<file path="src/rtl/ffo_pkg.sv">
// Shared types for the sequential find-first-one scanner: FSM state encoding
// and a width helper that never returns zero for single-bit ranges.
package ffo_pkg;

   typedef enum logic [1:0] {
      IDLE = 2'd0,
      SCAN = 2'd1,
      HOLD = 2'd2
   } state_e;

   // Bits needed to address `width` items, floored at 1 so ports stay legal.
   function automatic int posWidth(input int width);
      return (width > 1) ? $clog2(width) : 1;
   endfunction

endpackage

</file>
<file path="src/rtl/ffo_window.sv">
// Combinational STEP-bit priority encoder; bit 0 of the window is the lowest
// position, and the lowest set position wins.
module ffo_window
   import ffo_pkg::*;
#(
   parameter int STEP = 4,
   localparam int IDXW = posWidth(STEP)
) (
   input  logic [STEP-1:0] win_i,
   output logic            hit_o,
   output logic [IDXW-1:0] idx_o
);

   // Walk from the highest position down so the last match is the lowest one.
   always_comb begin
      hit_o = |win_i;
      idx_o = '0;
      for (int i = STEP - 1; i >= 0; i--) begin
         if (win_i[i]) begin
            idx_o = IDXW'(i);
         end
      end
   end

endmodule

</file>
<file path="src/rtl/ffo_scan.sv">
// Sequential find-first-one engine walking a WIDTH-bit vector STEP bits per cycle.
// Define FFO_SCAN_NEXT_EN to build the HOLD state and `next` iteration.
module ffo_scan
   import ffo_pkg::*;
#(
   parameter int WIDTH = 32,
   parameter int STEP  = 4,
   localparam int PW   = posWidth(WIDTH),
   localparam int IW   = posWidth(STEP)
) (
   input  logic             clock,
   input  logic             reset,
   input  logic             start,
   input  logic             next,
   input  logic [WIDTH-1:0] b,
   output logic [PW-1:0]    p,
   output logic             found,
   output logic             done,
   output logic             ready
);

   state_e           stateQ, stateD;
   logic [WIDTH-1:0] vQ, vD;
   logic [PW-1:0]    wQ, wD;
   logic [PW-1:0]    pQ, pD;
   logic             foundQ, foundD;
   logic             doneQ, doneD;

   logic [WIDTH-1:0] bRev;
   logic [STEP-1:0]  winBits;
   logic             winHit;
   logic [IW-1:0]    winIdx;
   logic [PW-1:0]    hitPos;
   logic             lastWin;

   // V is stored position-indexed so that V[pos] is the bit at that scan position.
   always_comb begin
      bRev = '0;
      for (int i = 0; i < WIDTH; i++) begin
         bRev[i] = b[WIDTH-1-i];
      end
   end

   assign winBits = vQ[wQ +: STEP];
   assign hitPos  = wQ + PW'(winIdx);
   assign lastWin = (int'(wQ) + STEP) >= WIDTH;

   ffo_window #(
      .STEP(STEP)
   ) uWindow (
      .win_i(winBits),
      .hit_o(winHit),
      .idx_o(winIdx)
   );

`ifndef FFO_SCAN_NEXT_EN
   logic unusedNext;
   assign unusedNext = next;
`endif

   always_comb begin
      stateD = stateQ;
      vD     = vQ;
      wD     = wQ;
      pD     = pQ;
      foundD = foundQ;
      doneD  = 1'b0;
      case (stateQ)
         IDLE: begin
            if (start) begin
               vD     = bRev;
               wD     = '0;
               stateD = SCAN;
            end
         end
         SCAN: begin
            if (winHit) begin
               pD     = hitPos;
               foundD = 1'b1;
               doneD  = 1'b1;
`ifdef FFO_SCAN_NEXT_EN
               stateD = HOLD;
`else
               stateD = IDLE;
`endif
            end else if (lastWin) begin
               pD     = '0;
               foundD = 1'b0;
               doneD  = 1'b1;
               stateD = IDLE;
            end else begin
               wD = wQ + PW'(STEP);
            end
         end
`ifdef FFO_SCAN_NEXT_EN
         // Restart beats resume; resume drops the reported bit and rescans its window.
         HOLD: begin
            if (start) begin
               vD     = bRev;
               wD     = '0;
               stateD = SCAN;
            end else if (next) begin
               vD[pQ] = 1'b0;
               stateD = SCAN;
            end
         end
`endif
         default: begin
            stateD = IDLE;
         end
      endcase
   end

   always_ff @(posedge clock) begin
      if (reset) begin
         stateQ <= IDLE;
         vQ     <= '0;
         wQ     <= '0;
         pQ     <= '0;
         foundQ <= 1'b0;
         doneQ  <= 1'b0;
      end else begin
         stateQ <= stateD;
         vQ     <= vD;
         wQ     <= wD;
         pQ     <= pD;
         foundQ <= foundD;
         doneQ  <= doneD;
      end
   end

   assign p     = pQ;
   assign found = foundQ;
   assign done  = doneQ;
   assign ready = (stateQ == IDLE) || (stateQ == HOLD);

endmodule

</file>
<file path="config.mk">
export PLATFORM = sky130hd
export DESIGN_NAME = ffo_scan
export DESIGN_NICKNAME = d
export VERILOG_FILES = /design/src/rtl/ffo_pkg.sv /design/src/rtl/ffo_window.sv /design/src/rtl/ffo_scan.sv
export SDC_FILE = /design/constraint.sdc
export NUM_CORES = 1
export LEC_CHECK = 0
export ABC_AREA = 1
export CAP_MARGIN = 30
export CORE_ASPECT_RATIO = 0.5
export CORE_MARGIN = 5
export CORE_UTILIZATION = 53
export DETAILED_ROUTE_END_ITERATION = 8
export PLACE_DENSITY = 0.83
export SLEW_MARGIN = 20
export SYNTH_ARGS = -nofsm -noshare
export SYNTH_HDL_FRONTEND = slang
export SYNTH_HIERARCHICAL = 1
export SYNTH_SLANG_ARGS = --single-unit
</file>
<file path="constraint.sdc">
create_clock -name clock -period 4.35 [get_ports clock]
set_clock_uncertainty 0.2 [all_clocks]
set_input_delay 0.435 -clock clock [delete_from_list [all_inputs] [get_ports clock]]
set_output_delay 0.435 -clock clock [all_outputs]
set_load 0.01 [all_outputs]
</file>
### Yosys cells after proc, flatten, opt, wreduce, memory -nomap -nowiden

Cells that the tools add are included.

| word-level totals | value |
|---|---|
| input bits | 36 |
| logic and storage cells | 46 |
| output and inout bits | 8 |
| register bits after elaboration | 46 |

| operators by class | value |
|---|---|
| $lt $le $gt $ge | 1 |
| equal/unequal tests | 6 |
| add/sub/neg operators | 3 |
| shifts and indexed selects | 1 |
| mux-type cells | 18 |
| bitwise operators | 1 |
| reduce and logical (&&, ||, !) cells | 10 |

Operator list:

| kind | count |
|---|---|
| $shiftx A32 B6 Y4 | 1 |
| $mux W5 | 5 |
| $mux W2 | 7 |
| $pmux W5 S2 | 1 |
| $add A5 B3 Y6 const B | 1 |
| $ge A6 B6 Y1 const B | 1 |
| $ne A2 B2 Y1 const B | 3 |
| $reduce_and A2 Y1 | 3 |
| $add A5 B2 Y5 | 1 |
| $add A5 B3 Y5 const B | 1 |
| $mux W1 | 4 |
| $pmux W2 S2 | 1 |
| $reduce_and A4 Y1 | 1 |
| $reduce_bool A2 Y1 | 2 |
| $reduce_or A4 Y1 | 1 |
| $ne A3 B2 Y1 const B | 1 |
| $eq A2 B1 Y1 const B | 1 |
| $eq A2 B2 Y1 const B | 1 |
| $logic_not A2 Y1 | 1 |
| $reduce_or A2 Y1 | 1 |
| $logic_or A1 B1 Y1 | 1 |
| $not A1 Y1 | 1 |

### Longest topological paths before layout

Gate-level depths: netlist (run 1).

| depth | value |
|---|---|
| depth after elaboration | 7 |
| depth in mapped cells | 16 |
| depth with buffers taken out | 14 |

### Hierarchy

Netlist (run 1), hierarchy kept.

By module, submodules not included:

| module | area an instance (sq um) | cells each | times used | seq. area each (sq um) |
|---|---|---|---|---|
| ffo_scan | 1919.3 | 278 | 1 | 860.8 |
| ffo_window | 46.3 | 9 | 1 | 0.0 |

### Least setup slack after synthesis (run 1)

OpenSTA, ideal clock, no wires.

| timing | value |
|---|---|
| path type | register to register |
| start point | register wQ[2] |
| end point | register wQ[2] |
| cell stages (with the launch flop) | 15 |
| setup slack | 2.437 ns |
| clock period less this slack | 1.913 ns |
| required time | 4.036 ns |
| setup time | 0.114 ns |
| path buffers | 2 |
| arrival | 1.599 ns |
| cells stage by stage | dfxtp_1 -> buf_4 -> buf_4 -> nor2_1 -> nor2_1 -> o21ai_0 -> nand2_1 -> nand2_1 -> nand2_1 -> inv_1 -> nand4_1 -> inv_1 -> nand3_1 -> a21oi_1 -> nor2_1 |

| on the way | value |
|---|---|
| cells in the longest elaborated chain, start to end | 4 |
| elaborated cells on any way between the ends | 11 |
| those cells by class | 2 x add/sub; 1 x order compare; 2 x eq/ne; 1 x shift; 3 x mux; 2 x reduce/logical |

Ends and longest elaborated chain:

| what | line | text |
|---|---|---|
| start: declaration | ffo_scan.sv:24 | `logic [PW-1:0] wQ, wD;` |
| start signal: assignment | ffo_scan.sv:125 | `wQ <= wD;` |
| $shiftx A32 B6 Y4 | ffo_scan.sv:44 | `assign winBits = vQ[wQ +: STEP];` |
| via winBits[3] | ffo_scan.sv:30 | `logic [STEP-1:0] winBits;` |
| $reduce_or A4 Y1 | ffo_window.sv:16 | `hit_o = \|win_i;` |
| via winHit | ffo_scan.sv:31 | `logic winHit;` |
| $ne A2 B2 Y1 (no line) | -- |  |
| $reduce_and A4 Y1 (no line) | -- |  |

The timed path passes the listed nets, and every way through them passes these cells. The select of a mux whose other input is x is not followed.
A chain may end at the register's enable or synchronous reset.

### Worst setup path after layout (run 1)

| timing | value |
|---|---|
| start point | register wQ[2] |
| end point | register pQ[2] (netlist: p[2]) |

| on the way | value |
|---|---|
| elaborated cells on any way between the ends | 12 |
| those cells by class | 2 x add/sub; 1 x order compare; 1 x shift; 5 x mux; 3 x reduce/logical |

RTL lines:

| what | line | text |
|---|---|---|
| $shiftx A32 B6 Y4 * | ffo_scan.sv:44 |  |
| via winBits[0] | ffo_scan.sv:30 |  |
| $reduce_or A4 Y1 * | ffo_window.sv:16 |  |
| via winHit | ffo_scan.sv:31 |  |
| $reduce_bool A2 Y1 (no line) | -- |  |
| $reduce_and A2 Y1 (no line) | -- |  |
| end signal: assignment | ffo_scan.sv:126 | `pQ <= pD;` |
| end: declaration | ffo_scan.sv:25 | `logic [PW-1:0] pQ, pD;` |

Mark *: on every way through the listed nets, which the timed path passes. The rest lies on a longest branch.

==> results of run 1 <==
[per-layer routing]
layer,GRT usage,routed length (um),part of all wire
met1,0.230,2100,0.45
met2,0.343,2150,0.46
met3,0.0582,339,0.073
met4,0.0519,65,0.014
met5,0,0,0
[cells by family after synthesis]
family	synth area share
AND/OR/NAND/NOR	0.290
AO/OA/AOI/OAI	0.164
flip-flops	0.438
buffers and inverters	0.0872
adder cells (fa/ha/maj)	0.0191
other	0.00191
[flip-flops by register name, summed over array words and instances, names as in the netlist]
name	cells
stateQ	1
wQ	3
done	1
vQ	32
found	1
p	5
[worst reg2reg max path: cells and delay by family (launching register included)]
| kind | cells | cell delay, ps |
|---|---|---|
| AND/OR/NAND/NOR | 7 | 710 |
| AO/OA/AOI/OAI | 2 | 490 |
| flip-flops | 1 | 310 |
| buffers and inverters | 4 | 770 |
[final cells by class]
type,count,share of cell area
multi-input cells,213,0.381
flip-flops and latches,43,0.351
repair buffers,44,0.178
clock buffers,6,0.0296
well taps,51,0.0260
inverters,15,0.0230
clock inverters,1,0.0122
[worst min-delay path by stage]
stage / startpoint / end / slack (ps)
2_1_floorplan: vQ[21]$_SDFFE_PP0P_ / vQ[21]$_SDFFE_PP0P_ / 230
3_3_place_gp: vQ[21]$_SDFFE_PP0P_ / vQ[21]$_SDFFE_PP0P_ / 250
3_5_place_dp: vQ[21]$_SDFFE_PP0P_ / vQ[21]$_SDFFE_PP0P_ / 250
4_1_cts: vQ[21]$_SDFFE_PP0P_ / vQ[21]$_SDFFE_PP0P_ / 260
5_1_grt: vQ[21]$_SDFFE_PP0P_ / vQ[21]$_SDFFE_PP0P_ / 290
6_report: vQ[21]$_SDFFE_PP0P_ / vQ[21]$_SDFFE_PP0P_ / 260
[power by group]
part	switching (mW)	internal, mW
clock network	0.130	0.168
logic	0.103	0.0793
registers	0.0164	0.425
total	0.249	0.673
[cell usage in the layout (no fill, tap or decap)]
cell,count
nand3_2,1
dfxtp_1,43
ha_1,3
clkbuf_8,5
a21oi_1,12
a21oi_2,2
inv_1,11
buf_4,2
nor2_1,94
inv_2,4
o21ai_1,11
o21ai_0,38
clkbuf_1,1
bufinv_16,1
conb_1,1
clkdlybuf4s50_1,42
nand3_1,6
nand4_1,3
nand2_1,42
==> impl_metrics.ini, run 1 <==
[logic_synthesis]
synthArstFlopShare = 0
synth_area_um2 = 1970
syn_area_per_cell_um2 = 6.85
synth_edf_count = 0
synth_commonest_cells = nor2_1, dfxtp_1, nand2_1
ys_ff_latch = 43
ys_top_cells_by_area = dfxtp_1, nor2_1, o21ai_0
yosys_warnings = 6
synthDistinctLibCells = 19
netlist.top_cell.by_area = dfxtp_1
yosysTopAreaCellShare = 0.438
syn_nets = 326
yosysMostFrequentCell = nor2_1
netlist_instances = 287
synthFlopType = dfxtp_1
ys_seq_area_frac = 0.438

[power]
p_leak_nw = 1.03
ir_drop_mv = 0.200
power_mw = 0.922
power.density_nw_per_um2 = 376

[sta]
finalCritPeriodShare = 0.586
report.final.slew_viol_count = 0
rsz0062_at_grt = false
setup_viol = 0
fin_crit_ps = 2550
holdWs_ps = 262
fin_ws_ps = 1800
finalHoldViolCount = 0
max_freq_mhz = 392
maxSlewHeadroom = 0.462
tns_ps = 0
worstMarginPinSlew_ps = 806

[route]
wl_per_cell_um = 12.5
dr.pass1.iters = 4
via_per_inst = 5.11
wirelength_mm = 4.66
final_antenna_net_count = 0
drc = 0
drt_iter0_markers = 90
vias = 1907

[global_route]
grt.total_usage = 0.194
grt_overflow = 0
grt_pass1_vias = 1763
grt_pass1_wl_mm = 7.60
grt_start_max_net_pins = 34
grt_antenna_before_repair = 0

[clocking]
ctsResizeCount = 0
clk_path_buf_depth = 2
clock-sinks = 43
root_buffer = clkbuf_8
cts_buffers = 5
hold_buffers = 0
cts.clk_slew.worst_paths_ps = 80
postCtsSetupBuffers = 0
htreeDepth = 2
clk-insertion-delay-late_ps = 290
tritoncts = built

[floorplanning]
core_um2 = 3510
dieWidth_um = 96.1
rows = 15
dieHeight_um = 53.1
die_area_um2 = 5100
initial_utilization = 0.560
ios = 44

[setup_path]
crit_fanout = 22
crit_path_end_kind = flip-flop
startpoint = wQ[2]$_SDFFE_PP0P_
crit_buf_inv = 4
crit_path_cell_trace = buf_4 > inv_1 > o21ai_0 > nand2_1 > nand2_1 > nand2_1 > inv_1 > nand4_1 > inv_1 > nand2_1 > nand2_1 > nand2_1 > a21oi_1
endpoint = p[2]$_SDFFE_PP0P_
rr_startpoint = wQ[2]$_SDFFE_PP0P_
path_depth = 13
critical_path.most_common_cell = nand2_1
rr_worst_depth = 13
crit_arrival_ps = 2560
crit_type = flip-flop to flip-flop
regToRegEndpoint = p[2]$_SDFFE_PP0P_
cp_data_required_time_ps = 4360
ff2ff_setup_slack_ps = 1800
path_delay_family = buffers and inverters
slowest_stage = o21ai_0
startpoint_type = flip-flop
slowest_delay_ps = 340

[place]
place_ws_ps = 1920
placed_area_um2 = 2350
hpwl_mm = 3.20
io_buffers = 42
routabilityCongestion = 0.869
placed_cells = 366

[final_layout]
drive_above_1_share = 0.0466
nets = 361
regArea_um2 = 861
finish.utilization = 0.699
nFillCells = 301
multiInputGateArea_um2 = 933
fin_area_um2 = 2450
area_delta_synth_final_pct = 24.8
fin_cells = 373
n_antenna_cell = 0

[run]
cap_violations = 0

[run_status]
run_status = finished, final reports clean

[worst_hold_path]
worstHoldPathType = flip-flop to flip-flop
hold_depth = 2
Power figures use the tool's default switching activity.
==> inputs of run 2 (changes only) <==
--- a/config.mk
+++ b/config.mk
@@ -9,9 +9,9 @@
 export CAP_MARGIN = 30
 export CORE_ASPECT_RATIO = 0.5
 export CORE_MARGIN = 5
-export CORE_UTILIZATION = 53
+export CORE_UTILIZATION = 50
 export DETAILED_ROUTE_END_ITERATION = 8
-export PLACE_DENSITY = 0.83
+export PLACE_DENSITY = 0.79
 export SLEW_MARGIN = 20
 export SYNTH_ARGS = -nofsm -noshare
 export SYNTH_HDL_FRONTEND = slang
==> constraint.sdc (replaced) <==
create_clock -name clock -period 2.59 [get_ports clock]
set_clock_uncertainty 0.2 [all_clocks]
set_input_delay 0.259 -clock clock [delete_from_list [all_inputs] [get_ports clock]]
set_output_delay 0.259 -clock clock [all_outputs]
set_load 0.01 [all_outputs]
==> impl_metrics.ini, run 2 (synthesis results as in run 1) <==
[route]
drt_iter0_markers = 50
wl_per_cell_um = 11.3
drc = 0
final_antenna_net_count = 0
dr.pass1.iters = 4
wirelength_mm = 4.34
vias = 1846
via_per_inst = 4.81

[power]
combPwrFrac = 0.216
ir_drop_mv = 0.405
swShare = 0.278
p_sw_mw = 0.413
clkPwrFrac = 0.284
p_seq_frac = 0.499
p_leak_nw = 1.06
power.density_nw_per_um2 = 589
p_int_mw = 1.07

[floorplanning]
rows = 16
core_um2 = 3840
ios = 44
initial_utilization = 0.511
die_area_um2 = 5360
dieHeight_um = 54.3
dieWidth_um = 98.7

[final_layout]
final_common_cell = nor2_1
drive_above_1_share = 0.0788
nets = 369
n_antenna_cell = 0
area_delta_synth_final_pct = 28.2
finish.utilization = 0.656
largest_register = vQ
largest_register_ffs = 32
mostFrequentLayoutCells = nor2_1, dfxtp_1, clkdlybuf4s50_1

[sta]
worstMarginPinSlew_ps = 504
report.final.slew_viol_count = 0
maxSlewHeadroom = 0.664
max_freq_mhz = 433
holdWs_ps = 262
setup_viol = 0
rsz0062_at_grt = false
tns_ps = 0
finalCritPeriodShare = 0.891
finalHoldViolCount = 0
fin_crit_ps = 2310

[setup_path]
crit_arrival_ps = 2300
cp_data_required_time_ps = 2580
startpoint_type = flip-flop
crit_type = flip-flop to flip-flop
crit_path_end_kind = flip-flop
crit_fanout = 10

[global_route]
grt_start_max_net_pins = 38
grt_pass1_wl_mm = 7.26
grt_antenna_before_repair = 0
grt_pass1_vias = 1713
grt_overflow = 0
grt_use_met3 = 0.0496
grt_use_met2 = 0.318
grt.total_usage = 0.169
grt.met1_usage = 0.199
grt-busiest-layer = met2

[clocking]
htreeDepth = 2
tritoncts = built
cts.clk_slew.worst_paths_ps = 70
clk-insertion-delay-late_ps = 290
cts_buffers = 5
clock-sinks = 43
clk_path_buf_depth = 2
root_buffer = clkbuf_8

[run]
cap_violations = 0

[place]
io_buffers = 42
routabilityCongestion = 0.826
hpwl_mm = 2.99

[run_status]
run_status = finished, final reports clean

[worst_hold_path]
worstHoldPathType = flip-flop to flip-flop
==> run 2: per-stage QoR <==
stage	worst slack (ps)	cell area [um2]	cells	total power, mW
2_1_floorplan	677	1970	287	0.960
3_3_place_gp	355	2380	373	1.05
3_5_place_dp	313	2380	373	1.06
4_1_cts	289	2470	380	1.48
5_1_grt	77.3	2520	384	1.57
6_report	282	2520	384	1.48
==> run 2: layer usage <==
layer	up-vias	share of wire
met2	33	0.46
met4	0	0.0025
met3	2	0.043
li1	998	-
met1	813	0.49
met5	-	0
==> run 2: cell type report <==
cell class / instances / area, um2
fillers: 362 / 1320
multi-input cells: 213 / 936
flip-flops and latches: 43 / 861
repair buffers: 52 / 508
clock buffers: 6 / 82.6
well taps: 54 / 67.6
inverters: 15 / 60.1
clock inverters: 1 / 5.00
==> run 2: repair_timing <==
action / in CTS / in global routing
resized for setup: 0 / 4
hold buffers: 0 / 0
setup buffers: 0 / 4
endpoints found under the setup margin: 0 / 6
==> run 2: worst paths after layout <==
path	from	end	slack, ps	cells after the start
min reg2reg	found$_SDFFE_PP0P_	found$_SDFFE_PP0P_	260	2
max reg2reg	wQ[2]$_SDFFE_PP0P_	wQ[2]$_SDFFE_PP0P_	280	13
max	wQ[2]$_SDFFE_PP0P_	wQ[2]$_SDFFE_PP0P_	280	13
min	found$_SDFFE_PP0P_	found$_SDFFE_PP0P_	260	2
==> run 2: power groups by stage <==
stage	logic (mW)	clock network, mW	registers [mW]
floorplan	0.207	0	0.753
global placement	0.295	0	0.754
detailed placement	0.302	0	0.756
CTS	0.304	0.435	0.741
global route	0.367	0.456	0.747
finish	0.321	0.422	0.741
==> run 2: critical path, cell delays in order, from the launching register on <==
cell and delay (ps):
dfxtp_1 360, buf_4 210, clkinvlp_4 140, clkbuf_4 200
o21ai_0 150, nand2_1 90, nand2_1 60, nand2_1 60
inv_1 80, nand4_1 120, inv_1 130, nand3_1 190
a21oi_1 170, nor2_1 50
==> inputs of run 3 (changes only) <==
--- a/config.mk
+++ b/config.mk
@@ -11,6 +11,7 @@
 export CORE_MARGIN = 5
 export CORE_UTILIZATION = 50
 export DETAILED_ROUTE_END_ITERATION = 8
+export GPL_TIMING_DRIVEN = 0
 export PLACE_DENSITY = 0.79
 export SLEW_MARGIN = 20
 export SYNTH_ARGS = -nofsm -noshare
==> impl_metrics.ini, run 3 (synthesis results as in run 1) <==
[route]
drt_iter0_markers = 123
drc = 0
dr.pass1.iters = 4
via_per_inst = 4.86
final_antenna_net_count = 0
wl_per_cell_um = 11.3
vias = 1896
wirelength_mm = 4.41

[floorplanning]
dieHeight_um = 54.3
core_um2 = 3840
initial_utilization = 0.511
die_area_um2 = 5360
dieWidth_um = 98.7
rows = 16
ios = 44

[setup_path]
critical_path.most_common_cell = nand2_1
startpoint_type = flip-flop
crit_path_end_kind = flip-flop
regToRegEndpoint = wQ[2]$_SDFFE_PP0P_
crit_path_cell_trace = buf_4 > buf_4 > nor2_1 > nor2_1 > o21ai_0 > nand2_1 > nand2_1 > nand2_1 > inv_1 > nand4_1 > inv_1 > nand3_1 > nand2_1 > nand2_1 > nor2_1
slowest_delay_ps = 340
cp_data_required_time_ps = 2620
crit_type = flip-flop to flip-flop
ff2ff_setup_slack_ps = 320
slowest_stage = dfxtp_1
rr_startpoint = wQ[2]$_SDFFE_PP0P_
path_delay_family = simple AND/OR/NAND/NOR gates
crit_fanout = 10
crit_buf_inv = 4
crit_arrival_ps = 2300
rr_worst_depth = 15

[final_layout]
multiInputGateArea_um2 = 933
largest_register_ffs = 32
area_delta_synth_final_pct = 29.8
final_common_cell = nor2_1
largest_register = vQ
nFillCells = 354
finish.utilization = 0.664
n_antenna_cell = 0
drive_above_1_share = 0.0744
nets = 374
mostFrequentLayoutCells = nor2_1, dfxtp_1, nand2_1, clkdlybuf4s50_1, o21ai_0
regArea_um2 = 861

[global_route]
grt.total_usage = 0.179
grt_start_max_net_pins = 13
grt_pass1_wl_mm = 7.60
grt_use_met3 = 0.0471
grt_use_met2 = 0.314
grt.met1_usage = 0.222
grt_pass1_vias = 1778
grt-busiest-layer = met2
grt_overflow = 0
grt_antenna_before_repair = 0

[place]
routabilityCongestion = 0.815
hpwl_mm = 3.34
io_buffers = 42

[run]
cap_violations = 0

[sta]
finalCritPeriodShare = 0.876
max_freq_mhz = 441
setup_viol = 0
rsz0062_at_grt = false
report.final.slew_viol_count = 0
fin_crit_ps = 2270
finalHoldViolCount = 0
tns_ps = 0

[clocking]
cts.clk_slew.worst_paths_ps = 70
clk-insertion-delay-late_ps = 290
hold_buffers = 0
cts_buffers = 5
tritoncts = built
clk_path_buf_depth = 2
htreeDepth = 2
root_buffer = clkbuf_8
clock-sinks = 43

[power]
p_leak_nw = 1.08
ir_drop_mv = 0.266
power.density_nw_per_um2 = 599

[worst_hold_path]
worstHoldPathType = flip-flop to flip-flop
hold_depth = 2
worstHoldEndpoint = vQ[21]$_SDFFE_PP0P_
hold_start = vQ[21]$_SDFFE_PP0P_

[run_status]
run_status = finished, final reports clean
## run 3: worst min-delay path: stages, from the launching register on
cell and delay (ps):
dfxtp_1 310, inv_1 60, a21oi_1 60
## run 3: timing repair
item                       CTS  global route
setup endpoints to repair    0             9
resized for setup            0             1
setup buffers                0             0
## run 3: worst max-delay path by stage
stage / startpoint / to / slack [ps] / cells past startpoint
finish: wQ[2]$_SDFFE_PP0P_ / wQ[2]$_SDFFE_PP0P_ / 320 / 15
global route: wQ[2]$_SDFFE_PP0P_ / p[4]$_SDFFE_PP0P_ / 30 / 15
CTS: wQ[3]$_SDFFE_PP0P_ / found$_SDFFE_PP0P_ / 250 / 13
detailed placement: wQ[3]$_SDFFE_PP0P_ / found$_SDFFE_PP0P_ / 270 / 13
global placement: wQ[3]$_SDFFE_PP0P_ / p[4]$_SDFFE_PP0P_ / 340 / 13
floorplan: wQ[2]$_SDFFE_PP0P_ / wQ[2]$_SDFFE_PP0P_ / 680 / 14
## run 3: layout make-up
class                      instances  share of cell area
timing repair buffer              42               0.165
buffer                            15              0.0441
sequential                        43               0.337
tap                               54              0.0265
multi-input combinational        213               0.366
clock buffer                       8              0.0392
inverter                          15              0.0221
## run 3: through the flow
stage / instances / instance area, um2 / setup WS, ps / hold WS [ps] / total power, mW
after detailed placement: 383 / 2450 / 274 / 257 / 1.08
after global routing: 390 / 2550 / 26.5 / 285 / 1.61
final: 390 / 2550 / 321 / 266 / 1.53
after CTS: 391 / 2550 / 252 / 268 / 1.53
after global placement: 383 / 2450 / 343 / 246 / 1.07
after floorplan: 287 / 1970 / 677 / 204 / 0.960
## run 3: layer usage
| metal | share of wire | routed length [um] | up-vias |
|---|---|---|---|
| li1 | - | - | 1005 |
| met1 | 0.49 | 2160 | 831 |
| met2 | 0.44 | 1960 | 53 |
| met3 | 0.054 | 240 | 7 |
| met4 | 0.012 | 53 | 0 |
| met5 | 0 | 0 | - |
## run 3: power breakdown
part	total [mW]	internal [mW]	switching, mW
Sequential	0.742	0.714	0.0280
Combinational	0.325	0.150	0.175
Clock	0.460	0.243	0.217
